$ cat src/rtl/mux_rr_reg.sv
// Registered N-to-1 multiplexer with fixed-select or round-robin arbitration.
// A single output register drains and refills in the same cycle, so throughput is one word per clock.
module mux_rr_reg #(
  parameter int unsigned WIDTH    = 8,
  parameter int unsigned CHANNELS = 4,
  localparam int unsigned SEL_W   = $clog2(CHANNELS)
) (
  input  logic                      clk,
  input  logic                      rst_n,
  input  logic [CHANNELS*WIDTH-1:0] in_data,
  input  logic [CHANNELS-1:0]       in_valid,
  output logic [CHANNELS-1:0]       in_ready,
  input  logic                      mode,
  input  logic [SEL_W-1:0]          sel,
  output logic [WIDTH-1:0]          out_data,
  output logic [SEL_W-1:0]          out_chan,
  output logic                      out_valid,
  input  logic                      out_ready
);

  typedef enum logic [0:0] {StEmpty, StFull} state_e;

  state_e           state_q, state_d;
  logic [WIDTH-1:0] out_data_q;
  logic [SEL_W-1:0] out_chan_q;
  logic [SEL_W-1:0] rr_ptr_q, rr_ptr_d;

  logic [SEL_W-1:0] grant_idx;
  logic [SEL_W-1:0] cand;
  logic             grant_vld;
  logic             can_load;
  logic             load;

  // Grant: fixed channel, or first valid channel at or above rr_ptr with wrap.
  always_comb begin
    grant_idx = '0;
    grant_vld = 1'b0;
    cand      = '0;
    if (!mode) begin
      grant_idx = sel;
      grant_vld = in_valid[sel];
    end else begin
      for (int i = 0; i < int'(CHANNELS); i++) begin
        cand = rr_ptr_q + SEL_W'(i);
        if (!grant_vld && in_valid[cand]) begin
          grant_idx = cand;
          grant_vld = 1'b1;
        end
      end
    end
  end

  assign can_load = !out_valid || out_ready;
  // rst_n gates the handshake so no input is acknowledged while reset is held.
  assign load     = grant_vld && can_load && rst_n;

  always_ff @(posedge clk or negedge rst_n) begin
    if (!rst_n) begin
      state_q    <= StEmpty;
      out_data_q <= '0;
      out_chan_q <= '0;
      rr_ptr_q   <= '0;
    end else begin
      state_q  <= state_d;
      rr_ptr_q <= rr_ptr_d;
      if (load) begin
        out_data_q <= in_data[grant_idx*WIDTH +: WIDTH];
        out_chan_q <= grant_idx;
      end
    end
  end

  always_comb begin
    state_d  = state_q;
    rr_ptr_d = rr_ptr_q;
    if (load) begin
      state_d  = StFull;
      rr_ptr_d = grant_idx + SEL_W'(1);
    end else if (state_q == StFull && out_ready) begin
      state_d = StEmpty;
    end
  end

  always_comb begin
    in_ready  = '0;
    out_valid = (state_q == StFull);
    out_data  = out_data_q;
    out_chan  = out_chan_q;
    if (load) begin
      in_ready[grant_idx] = 1'b1;
    end
  end

endmodule

$ cat config.mk
export PLATFORM = sky130hd
export DESIGN_NAME = mux_rr_reg
export DESIGN_NICKNAME = d
export VERILOG_FILES = /design/src/rtl/mux_rr_reg.sv
export SDC_FILE = /design/constraint.sdc
export NUM_CORES = 1
export LEC_CHECK = 0
export CAP_MARGIN = 25
export CORE_MARGIN = 10
export CORE_UTILIZATION = 25
export DETAILED_ROUTE_END_ITERATION = 10
export SYNTH_ARGS = -nofsm -noshare
export SYNTH_HDL_FRONTEND = slang
export SYNTH_SLANG_ARGS = --single-unit
$ cat constraint.sdc
create_clock -name clk -period 2.4 [get_ports clk]
set_input_delay 0.36 -clock clk [delete_from_list [all_inputs] [get_ports clk]]
set_output_delay 0.36 -clock clk [all_outputs]
set_load 0.02 [all_outputs]
==> impl_metrics.csv <==
group,metric,value,unit
flow_run,maxCapViolations,0,
final_layout,area_growth,84.20,%
clock_tree,root_buffer,"clkbuf_8",
pwr,combPwrFrac,0.523,
clock_tree,clk_pin_slew,0.06,ns
worst_setup_path,critPathRequiredTime,2.04,ns
synthesis,syn_nets,133,
pwr,power.density,648.4,nW/µm²
global_routing,grt_overflow_total,0,
synthesis,synth_top_area_frac,0.3542,
drt,drt-vias-per-instance,4.767,
pwr,swShare,0.3500,
place,dp.cells,205,
pwr,p_sw,0.0003839,W
clock_tree,clock_sinks,13,
place,dp_hpwl,2.837,mm
drt,postRouteAntennaNets,0,
timing,finalHoldViolCount,0,
synthesis,post_synth.cell_area_avg,10.09,µm²
timing,rsz0062_at_grt,"yes",
timing,slew_headroom,0.7982,
worst_setup_path,path_max_fanout,5,
worst_setup_path,path_class,"in -> out",
synthesis,netlist_area,918.4,µm²
synthesis,async_flop_share,1.000,
drt,detailedRoute.firstPassIterationCount,5,
die,core,3442,µm²
clock_tree,numCtsBuffers,3,
die,ios,57,
drt,drc,0,
pwr,p_seq_frac,0.298,
pwr,ir_drop,477.0,µV
synthesis,synth_area_leaders,"dfrtp_1 35%, mux2i_1 19%, o221ai_1 8.6%, nand2_1 6.5%, mux4_2 2.5%",
pwr,clockPowerShare,0.179,
final_layout,instances_no_fill,210,
place,placedInstanceArea,1635,µm²
worst_setup_path,start_kind,"primary input",
final_layout,finalInstanceArea,1692,µm²
global_routing,grt_pass1_wl,5.616,mm
place,io_buffers,56,
drt,drt_iter0_markers,76,
timing,whs,0.4818,ns
synthesis,synth_edf_count,0,
worst_hold_path,hold_path_class,"reg -> reg",
synthesis,synthCells,91,
synthesis,yosysSeqAreaShare,0.3542,
global_routing,grt_start_max_net_pins,15,
die,rows,21,
timing,fmax,0.4292,GHz
drt,wl,3.444,mm
drt,drt-wirelength-per-cell,16.40,µm
clock_tree,cts_tree,"yes",
global_routing,grt_pass1_vias,1079,
place,gp_congestion,0.8101,
timing,drv_slew,0,
drt,via_count,1001,
timing,period_needed,2.330,ns
clock_tree,clk_latency,0.25,ns
clock_tree,cts_max_path_buffers,2,
final_layout,nets,207,
synthesis,postSynth.topFlopCell,"dfrtp_1",
run_status,status,"finished clean",
global_routing,grt_antenna_before_repair,0,
synthesis,ys_ff_latch,13,
final_layout,antenna_cells,0,
worst_setup_path,critPathCaptureType,"output port",
timing,setup_viol,0,
timing,worstMarginPinSlew,0.3020,ns
global_routing,track_usage,0.1078,
worst_setup_path,worstPathArrival,1.97,ns
clock_tree,hold_buffers,0,
final_layout,fill_cells,336,
timing,finalClockSkew,0.006492,ns
synthesis,synth.distinct_cells,35,
synthesis,yosysWarnings,0,
pwr,p_int,0.0007129,W
synthesis,synth_common_cells,"17 x mux2i_1, 16 x nand2_1, 13 x dfrtp_1",
pwr,total_power,0.001097,W
die,initial_utilization,0.2668,
clock_tree,cts_max_level,1,
die,fp.dieW,80.61,µm
final_layout,drive_gt1_frac,0.2195,
pwr,p_leak,0.7599,nW
timing,period_share,0.9709,
synthesis,yosysTopAreaCell,"dfrtp_1",
synthesis,synth_most_common_cell,"mux2i_1",
die,die_area,6498,µm²
die,die_y,80.61,µm
power groups by stage:
stage	clock network, W	logic (W)	registers [W]
after detailed placement	0	0.000576	0.000325
after floorplan	0	0.000207	0.000395
after CTS	0.000204	0.000580	0.000326
after global placement	0	0.000570	0.000325
final	0.000196	0.000574	0.000327
after global routing	0.000217	0.000623	0.000337
sequential cells by signal, summed over array words and instances (netlist names):
| signal | count |
|---|---|
| out_valid | 1 |
| out_chan | 2 |
| rr_ptr_q | 2 |
| out_data | 8 |
placed cells by master (no fill, tap or decap):
cell             Yosys  final
clkinv_2             0      1
nor3_4               0      1
o221ai_1             9      9
or2b_1               1      1
clkdlybuf4s50_1      0     47
a21oi_1              2      2
nand2b_1             1      1
dfrtp_1             13     12
a211oi_1             1      1
o21ai_0              1      1
mux4_2               1      1
or2_2                1      1
and3_2               1      1
nor2b_1              1      1
nor3_1               2      2
o2111a_1             1      1
nand3_1              1      1
o2111ai_4            0      1
a21boi_0             1      1
nand3b_1             1      1
mux2i_1             17     17
nor4bb_4             0      1
nor4bb_1             1      1
buf_4                1     19
inv_1                1      1
nand2b_4             1      1
a311o_2              1      1
nor3b_2              0      1
dfrtp_2              0      1
o211a_1              1      1
clkbuf_8             0      3
and2b_1              1      1
dlygate4sd2_1        0      5
nor2_1               4      4
xor2_1               1      1
nand2_1             16     16
buf_2                1      3
cell families after synthesis:
group,Yosys count,synth area share
XOR/XNOR,1,0.009539
AO/OA/AOI/OAI,18,0.1703
flip-flops,13,0.3542
multiplexers,18,0.2098
buffers and inverters,6,0.04223
AND/OR/NAND/NOR,35,0.2139
final timing paths:
check / from / endpoint / slack [ns] / cells past startpoint
max reg2reg: rr_ptr_q[1]$_DFFE_PN0P_ / out_data[5]$_DFFE_PN0P_ / 0.43 / 8
max in group asynchronous: rst_n / rr_ptr_q[1]$_DFFE_PN0P_ / 1.61 / 2
min reg2reg: out_chan[0]$_DFFE_PN0P_ / out_chan[0]$_DFFE_PN0P_ / 0.48 / 2
min in group asynchronous: rst_n / rr_ptr_q[0]$_DFFE_PN0P_ / 0.57 / 2
min: out_chan[0]$_DFFE_PN0P_ / out_chan[0]$_DFFE_PN0P_ / 0.48 / 2
max: in_valid[0] / in_ready[1] / 0.07 / 8
worst max-delay path, cell delays in order:
cell and delay [ns]:
dlygate4sd2_1 0.29, buf_4 0.16, nor2_1 0.16, a21oi_1 0.09
a311o_2 0.43, buf_4 0.16, and3_2 0.16, buf_2 0.16
stage by stage:
step | util | setup slack, ns | setup TNS [ns]
2_1_floorplan | - | 0.2989 | 0
3_5_place_dp | 0.4751 | -0.5808 | -2.716
4_1_cts | 0.4889 | 0.07054 | 0
3_3_place_gp | 0.4751 | -0.5210 | -2.022
6_report | 0.4915 | 0.06986 | 0
5_1_grt | 0.4915 | -0.01028 | -0.01028
metal layers:
| layer | vias to the layer above | global-route usage | routed length (µm) |
|---|---|---|---|
| li1 | 489 | - | - |
| met1 | 476 | 0.1315 | 1465 |
| met2 | 31 | 0.1768 | 1776 |
| met3 | 5 | 0.02561 | 158 |
| met4 | 0 | 0.04225 | 44 |
| met5 | - | 0 | 0 |
layout make-up:
cell class | count | area, µm² | area share
flip-flops and latches | 13 | 326.6 | 0.1930
inverters | 1 | 3.754 | 0.002219
multi-input cells | 72 | 585.6 | 0.3462
well taps | 46 | 57.56 | 0.03402
repair buffers | 74 | 671.9 | 0.3972
clock buffers | 3 | 41.29 | 0.02441
clock inverters | 1 | 5.005 | 0.002959
timing repair:
action,in CTS,in global routing
endpoints found under the setup margin,4,3
buffers inserted,1,0
gates resized for setup,25,3
pin swaps,2,0
Power figures use the tool's default switching activity.
